<file path="src/rtl/pipe_pkg.sv">
// Shared pipeline definitions used by the PC sequencer and its redirect mux.
//   - FSM state encodings (BOOT / RUN / DRAIN)
//   - default reset and exception vectors
//   - redirect-source selector type
//   - alignment helper for fetch targets
package pipe_pkg;

    localparam logic [1:0] ST_BOOT  = 2'd0;
    localparam logic [1:0] ST_RUN   = 2'd1;
    localparam logic [1:0] ST_DRAIN = 2'd2;

    localparam logic [31:0] DEF_RESET_VEC = 32'h0000_0000;
    localparam logic [31:0] DEF_EXC_VEC   = 32'h8000_0180;

    // Drain counter is wide enough for the largest legal drain length (7).
    localparam int CNT_W = 3;

    typedef enum logic [2:0] {
        SEL_SEQ,
        SEL_HOLD,
        SEL_EXC,
        SEL_ERET,
        SEL_BR,
        SEL_JMP
    } sel_t;

    function automatic logic is_misaligned(input logic [31:0] addr);
        return addr[1:0] != 2'b00;
    endfunction

endpackage

</file>
<file path="src/rtl/pc_redirect_mux.sv">
// Combinational priority/alignment selector for the next fetch address.
// Priority: exc_req > eret > br_taken > jmp > stall-hold > pc+4.
// A misaligned branch/jump target is converted into an exception whose
// saved return address is the offending target.
// Ports:
//   i_pc, i_epc          current pc and saved exception pc
//   i_stall              hold request (overridden by any redirect)
//   i_br_taken/_target   resolved taken branch
//   i_jmp/_target        jump
//   i_exc_req/_pc        exception request and faulting pc
//   i_eret               return from exception
//   o_next_pc            next pc when no exception is taken
//   o_take_exc           an exception (real or alignment) wins this cycle
//   o_exc_epc            value to save into epc when o_take_exc
//   o_addr_err           the winning branch/jump target was misaligned
//   o_flush_if           aligned redirect that squashes IF/ID next cycle
module pc_redirect_mux
    import pipe_pkg::*;
#(
    parameter logic [31:0] EXC_VEC = DEF_EXC_VEC
) (
    input  logic [31:0] i_pc,
    input  logic [31:0] i_epc,
    input  logic        i_stall,
    input  logic        i_br_taken,
    input  logic [31:0] i_br_target,
    input  logic        i_jmp,
    input  logic [31:0] i_jmp_target,
    input  logic        i_exc_req,
    input  logic [31:0] i_exc_pc,
    input  logic        i_eret,
    output logic [31:0] o_next_pc,
    output logic        o_take_exc,
    output logic [31:0] o_exc_epc,
    output logic        o_addr_err,
    output logic        o_flush_if
);

    sel_t        w_sel;
    logic [31:0] w_target;
    logic        w_is_ctl;
    logic        w_misalign;

    always_comb begin
        w_sel = SEL_SEQ;
        if (i_exc_req)       w_sel = SEL_EXC;
        else if (i_eret)     w_sel = SEL_ERET;
        else if (i_br_taken) w_sel = SEL_BR;
        else if (i_jmp)      w_sel = SEL_JMP;
        else if (i_stall)    w_sel = SEL_HOLD;
    end

    // Only meaningful when w_sel is BR or JMP; branch wins over jump.
    assign w_target   = i_br_taken ? i_br_target : i_jmp_target;
    assign w_is_ctl   = (w_sel == SEL_BR) || (w_sel == SEL_JMP);
    assign w_misalign = w_is_ctl && is_misaligned(w_target);

    assign o_take_exc = (w_sel == SEL_EXC) || w_misalign;
    assign o_exc_epc  = (w_sel == SEL_EXC) ? i_exc_pc : w_target;
    assign o_addr_err = w_misalign;
    assign o_flush_if = (w_sel == SEL_ERET) || (w_is_ctl && !w_misalign);

    always_comb begin
        o_next_pc = i_pc + 32'd4;  // wraps modulo 2^32
        case (w_sel)
            SEL_EXC:  o_next_pc = EXC_VEC;
            SEL_ERET: o_next_pc = i_epc;
            SEL_BR:   o_next_pc = w_misalign ? EXC_VEC : w_target;
            SEL_JMP:  o_next_pc = w_misalign ? EXC_VEC : w_target;
            SEL_HOLD: o_next_pc = i_pc;
            default:  o_next_pc = i_pc + 32'd4;
        endcase
    end

endmodule

</file>
<file path="src/rtl/pc_sequencer.sv">
// Owns the fetch PC: boot sequencing, sequential advance, branch/jump/eret
// redirects, exception entry with a fetch-suppressed drain window.
// All outputs are registered; events sampled at edge N show after edge N.
// Ports:
//   clk, reset (async, active-low)
//   stall, br_taken/br_target, jmp/jmp_target, exc_req/exc_pc, eret
//   pc, pc_valid        current fetch address and its validity (RUN only)
//   flush_if, flush_id  squash IF/ID and ID/EX registers
//   epc                 saved exception return address
//   addr_err            one-cycle pulse on a misaligned branch/jump target
//   dbg_state           FSM state (pipe_pkg ST_* encoding) for observation
module pc_sequencer
    import pipe_pkg::*;
#(
    parameter logic [31:0] RESET_VEC = DEF_RESET_VEC,
    parameter logic [31:0] EXC_VEC   = DEF_EXC_VEC,
    parameter int          DRAIN_CYC = 2
) (
    input  logic        clk,
    input  logic        reset,
    input  logic        stall,
    input  logic        br_taken,
    input  logic [31:0] br_target,
    input  logic        jmp,
    input  logic [31:0] jmp_target,
    input  logic        exc_req,
    input  logic [31:0] exc_pc,
    input  logic        eret,
    output logic [31:0] pc,
    output logic        pc_valid,
    output logic        flush_if,
    output logic        flush_id,
    output logic [31:0] epc,
    output logic        addr_err,
    output logic [1:0]  dbg_state
);

    localparam logic [CNT_W-1:0] DRAIN_CNT = CNT_W'(DRAIN_CYC);

    logic [1:0]       r_state;
    logic [31:0]      r_pc;
    logic [31:0]      r_epc;
    logic [CNT_W-1:0] r_cnt;
    logic             r_pc_valid;
    logic             r_flush_if;
    logic             r_flush_id;
    logic             r_addr_err;

    logic [1:0]       w_state_n;
    logic [31:0]      w_pc_n;
    logic [31:0]      w_epc_n;
    logic [CNT_W-1:0] w_cnt_n;
    logic             w_pc_valid_n;
    logic             w_flush_if_n;
    logic             w_flush_id_n;
    logic             w_addr_err_n;

    logic [31:0]      w_next_pc;
    logic             w_take_exc;
    logic [31:0]      w_exc_epc;
    logic             w_addr_err;
    logic             w_redirect;

    pc_redirect_mux #(
        .EXC_VEC (EXC_VEC)
    ) u_mux (
        .i_pc         (r_pc),
        .i_epc        (r_epc),
        .i_stall      (stall),
        .i_br_taken   (br_taken),
        .i_br_target  (br_target),
        .i_jmp        (jmp),
        .i_jmp_target (jmp_target),
        .i_exc_req    (exc_req),
        .i_exc_pc     (exc_pc),
        .i_eret       (eret),
        .o_next_pc    (w_next_pc),
        .o_take_exc   (w_take_exc),
        .o_exc_epc    (w_exc_epc),
        .o_addr_err   (w_addr_err),
        .o_flush_if   (w_redirect)
    );

    // Output flags are computed for the cycle after the edge, so each one
    // describes the state being entered rather than the state being left.
    always_comb begin
        w_state_n    = r_state;
        w_pc_n       = r_pc;
        w_epc_n      = r_epc;
        w_cnt_n      = r_cnt;
        w_pc_valid_n = 1'b0;
        w_flush_if_n = 1'b0;
        w_flush_id_n = 1'b0;
        w_addr_err_n = 1'b0;
        case (r_state)
            ST_BOOT: begin
                w_state_n    = ST_RUN;
                w_pc_valid_n = 1'b1;
            end
            ST_RUN: begin
                if (w_take_exc) begin
                    w_state_n    = ST_DRAIN;
                    w_pc_n       = EXC_VEC;
                    w_epc_n      = w_exc_epc;
                    w_cnt_n      = DRAIN_CNT;
                    w_flush_if_n = 1'b1;
                    w_flush_id_n = 1'b1;
                    w_addr_err_n = w_addr_err;
                end else begin
                    w_pc_n       = w_next_pc;
                    w_pc_valid_n = 1'b1;
                    w_flush_if_n = w_redirect;
                end
            end
            ST_DRAIN: begin
                // Pipeline inputs are ignored here; only the counter moves.
                if (r_cnt <= CNT_W'(1)) begin
                    w_state_n    = ST_RUN;
                    w_cnt_n      = '0;
                    w_pc_valid_n = 1'b1;
                end else begin
                    w_cnt_n      = r_cnt - CNT_W'(1);
                    w_flush_if_n = 1'b1;
                    w_flush_id_n = 1'b1;
                end
            end
            default: begin
                w_state_n = ST_BOOT;
                w_pc_n    = RESET_VEC;
            end
        endcase
    end

    always_ff @(posedge clk or negedge reset) begin
        if (!reset) begin
            r_state    <= ST_BOOT;
            r_pc       <= RESET_VEC;
            r_epc      <= '0;
            r_cnt      <= '0;
            r_pc_valid <= 1'b0;
            r_flush_if <= 1'b0;
            r_flush_id <= 1'b0;
            r_addr_err <= 1'b0;
        end else begin
            r_state    <= w_state_n;
            r_pc       <= w_pc_n;
            r_epc      <= w_epc_n;
            r_cnt      <= w_cnt_n;
            r_pc_valid <= w_pc_valid_n;
            r_flush_if <= w_flush_if_n;
            r_flush_id <= w_flush_id_n;
            r_addr_err <= w_addr_err_n;
        end
    end

    assign pc        = r_pc;
    assign pc_valid  = r_pc_valid;
    assign flush_if  = r_flush_if;
    assign flush_id  = r_flush_id;
    assign epc       = r_epc;
    assign addr_err  = r_addr_err;
    assign dbg_state = r_state;

endmodule

</file>
<file path="config.mk">
export PLATFORM = sky130hd
export DESIGN_NAME = pc_sequencer
export DESIGN_NICKNAME = d
export VERILOG_FILES = /design/src/rtl/pipe_pkg.sv /design/src/rtl/pc_redirect_mux.sv /design/src/rtl/pc_sequencer.sv
export SDC_FILE = /design/constraint.sdc
export NUM_CORES = 1
export LEC_CHECK = 0
export BUFFER_PORTS_ARGS = -buffer_cell sky130_fd_sc_hd__buf_4
export CAP_MARGIN = 40
export CORE_ASPECT_RATIO = 1.4
export CORE_MARGIN = 3
export CORE_UTILIZATION = 37
export CTS_BUF_LIST = sky130_fd_sc_hd__clkbuf_16
export CTS_CLUSTER_SIZE = 12
export DETAILED_ROUTE_END_ITERATION = 8
export MAX_ROUTING_LAYER = met4
export PLACE_DENSITY = 0.64
export SETUP_SLACK_MARGIN = 0.05
export SYNTH_ARGS = -nofsm -noshare
export SYNTH_HDL_FRONTEND = slang
export SYNTH_SLANG_ARGS = --single-unit
</file>
<file path="constraint.sdc">
create_clock -name clk -period 2.2 [get_ports clk]
set_clock_uncertainty 0.1 [all_clocks]
set_input_delay 0.11 -clock clk [delete_from_list [all_inputs] [get_ports clk]]
set_output_delay 0.11 -clock clk [all_outputs]
set_load 0.05 [all_outputs]
</file>
==> flow_summary.toml <==
[status]
status = "finished, final reports clean"

[worst_setup_path]
r2r-end = "pc[28]$_DFFE_PN0P_"
r2r_slack_ns = 0.21
cp_max_fo = 6
worstReg2RegStart = "pc[2]$_DFFE_PN0P_"
crit_chain = "ha_1 -> nand4_1 -> nor2_2 -> nand3_1 -> or2_0 -> a221oi_1"
critical_path_required_ns = 2.34
worstPathBufferInverterCount = 0
crit_type = "reg -> reg"
worst_setup_path_start_kind = "flip-flop"
path_depth = 6
cp_slowest_cell = "dfrtp_2"
cpPeakStageDelay_ns = 0.40
cp_data_arrival_time_ns = 2.12
r2r.worst_path.cells = 6
cp-end-kind = "flip-flop"
critical-path-top-delay-family = "simple AND/OR/NAND/NOR gates"

[cts]
h-tree-depth = 3
clk_latency_ns = 0.34
cts_num_sinks = 73
cts_tree = "done"
clk_pin_slew_ns = 0.06
cts_root_buf = "clkbuf_16"
cts_buffer_depth = 2
numCtsBuffers = 9

[place]
place_congestion = 0.920
dpl_cell_area_sq_um = 6280
hpwlAfterDp_mm = 12.1
portBuffers = 172

[timing]
fin_crit_sh = 0.903
maxSlewViolCount = 0
slew_headroom = 0.620
fin_setup_tns_ns = 0
rsz0062_at_grt = "true"
fmax_mhz = 503
setup_viol = 0
period_needed_ns = 1.99
hold_viol_final = 0
worstMarginPinSlew_ns = 0.571

[cells_and_area]
layout-drive-gt1-share = 0.317
final_area_sq_um = 6880
final_common_cell = "buf_4"
nFillCells = 1060
ff_latch_area_sq_um = 1840
area_delta_synth_final_pct = 48.2
multi_input_area_sq_um = 2640
diodes = 0
nets = 881
final_cell_mix = "buf_4 (195), a21oi_1 (81), o21ai_0 (65)"

[detailed_routing]
vias = 5109
antenna_left = 0
route.detailed.drc = 0
drt_iter0_drc = 289
first_pass_iters = 6
wl_mm = 16.3
wire_per_inst_um = 17.6
vias_per_cell = 5.53

[global_routing]
grt_pass1_wl_mm = 26.2
globalRouteTotalUtil = 0.241
grt_max_degree = 65
grt_overflow = 0
grt_pass1_vias = 5080
antenna_found_initial = 0

[hold_path]
min_path_cells = 3
hp-start = "exc_pc[20]"
hold_path.class = "in -> reg"
worstHoldEndpoint = "epc[20]$_DFFE_PN0P_"

[logic_synthesis]
async_reset_ff_frac = 1.00
synth-seq-cells = 73
synthCells = 568
yosys-top-cells-area = "dfrtp_1 (39%), a21oi_1 (8.7%), o21ai_0 (7.1%), mux2i_1 (6.9%), nand2_1 (5.0%)"
yosysUniqueCellTypes = 56
synth_top_area_share = 0.393
yosys.area.top_type = "dfrtp_1"
netlist_area_sq_um = 4640
ys.flop_type = "dfrtp_1"
yosysWarningCount = 0
synth_edf_count = 0
avgSynthCellArea_sq_um = 8.18
syn_nets = 677
seq_area_frac_synth = 0.393

[floorplan]
rows = 47
start_util = 0.385
io_pins = 173
die_y_um = 139
core_area_sq_um = 12100
fp.dieW_um = 101
die_area_sq_um = 14000

[pwr]
power.total_mw = 8.59
cellPowerDensity_nw_per_um2 = 1250
leakage_nw = 3.14
vdd_drop_max_mv = 0.768

[flow_run]
drv_cap = 0
-- per-stage QoR --
stage | hold WS, ns | setup slack [ns] | utilization | instances
finish | 0.00870 | 0.212 | 0.571 | 924
global route | 0.0296 | 0.0447 | 0.571 | 924
CTS | 0.0133 | 0.218 | 0.570 | 923
global placement | 0.0130 | 0.235 | 0.521 | 876
floorplan | -0.286 | 0.0545 | - | 568
detailed placement | 0.0187 | 0.184 | 0.521 | 876
-- per-layer routing --
| layer | up-vias | wire [um] | track usage |
|---|---|---|---|
| met5 | - | 0 | - |
| met3 | 36 | 834 | 0.0267 |
| li1 | 2503 | - | - |
| met1 | 2384 | 6840 | 0.307 |
| met2 | 186 | 8110 | 0.379 |
| met4 | 0 | 483 | 0.112 |
-- Yosys cell counts, types with 8 or more instances --
cell type	number
nand2_1	62
a21oi_1	81
clkbuf_1	27
inv_1	13
mux2i_1	32
nor3_1	8
nor2_1	55
o21ai_0	66
nand4_1	10
dfrtp_1	73
nand3_1	26
-- flip-flops by register name, indices dropped and copies added (netlist names) --
name and flops:
epc 32, pc 32, r_cnt 3, dbg_state 2, addr_err 1, flush_id 1
flush_if 1, pc_valid 1
-- tightest hold or removal path: cells and delay by family --
kind	cells	cell delay, ns
AO/OA/AOI/OAI	2	0.21
buffers and inverters	1	0.08
-- worst max-delay path by stage --
stage	start	slack [ns]	end
final	pc[2]$_DFFE_PN0P_	0.21	pc[28]$_DFFE_PN0P_
after global routing	pc[2]$_DFFE_PN0P_	0.04	pc[18]$_DFFE_PN0P_
after CTS	pc[2]$_DFFE_PN0P_	0.22	pc[28]$_DFFE_PN0P_
after detailed placement	br_taken	0.18	pc[28]$_DFFE_PN0P_
after global placement	br_taken	0.23	pc[23]$_DFFE_PN0P_
after floorplan	pc[15]$_DFFE_PN0P_	0.05	pc[28]$_DFFE_PN0P_
-- power by group --
part,switching (mW),internal [mW],leakage (nW)
combinational,3.19,1.59,2.07
sequential,0.530,1.88,0.923
clock,0.539,0.857,0.147
total,4.26,4.32,3.14
-- timing repair --
action	in CTS	in global routing
hold endpoints to repair	65	0
setup endpoints to repair	0	2
hold buffers	31	0
setup buffers	0	1
gates resized for setup	0	3
-- cell type report --
cell class / count / share of cell area
multi-input combinational: 443 / 0.383
clock buffer: 9 / 0.0327
inverter: 13 / 0.00709
timing repair buffer: 232 / 0.275
clock inverter: 7 / 0.00800
sequential: 73 / 0.267
tap: 147 / 0.0267
-- logic make-up (layout without fill, tap and decap cells) --
kind of cell               Yosys count  in the layout  share of synthesized area
DFF                                 73             73                      0.393
and+or+nand+nor                    189            189                      0.192
buffers and inverters               52            261                     0.0455
AOI/OAI and AO/OA                  212            212                      0.276
muxes                               33             33                     0.0714
xor gates and xnor gates             3              3                    0.00566
adders and majority gates            6              6                     0.0162
Note: power is estimated with default switching activity, not from simulation.
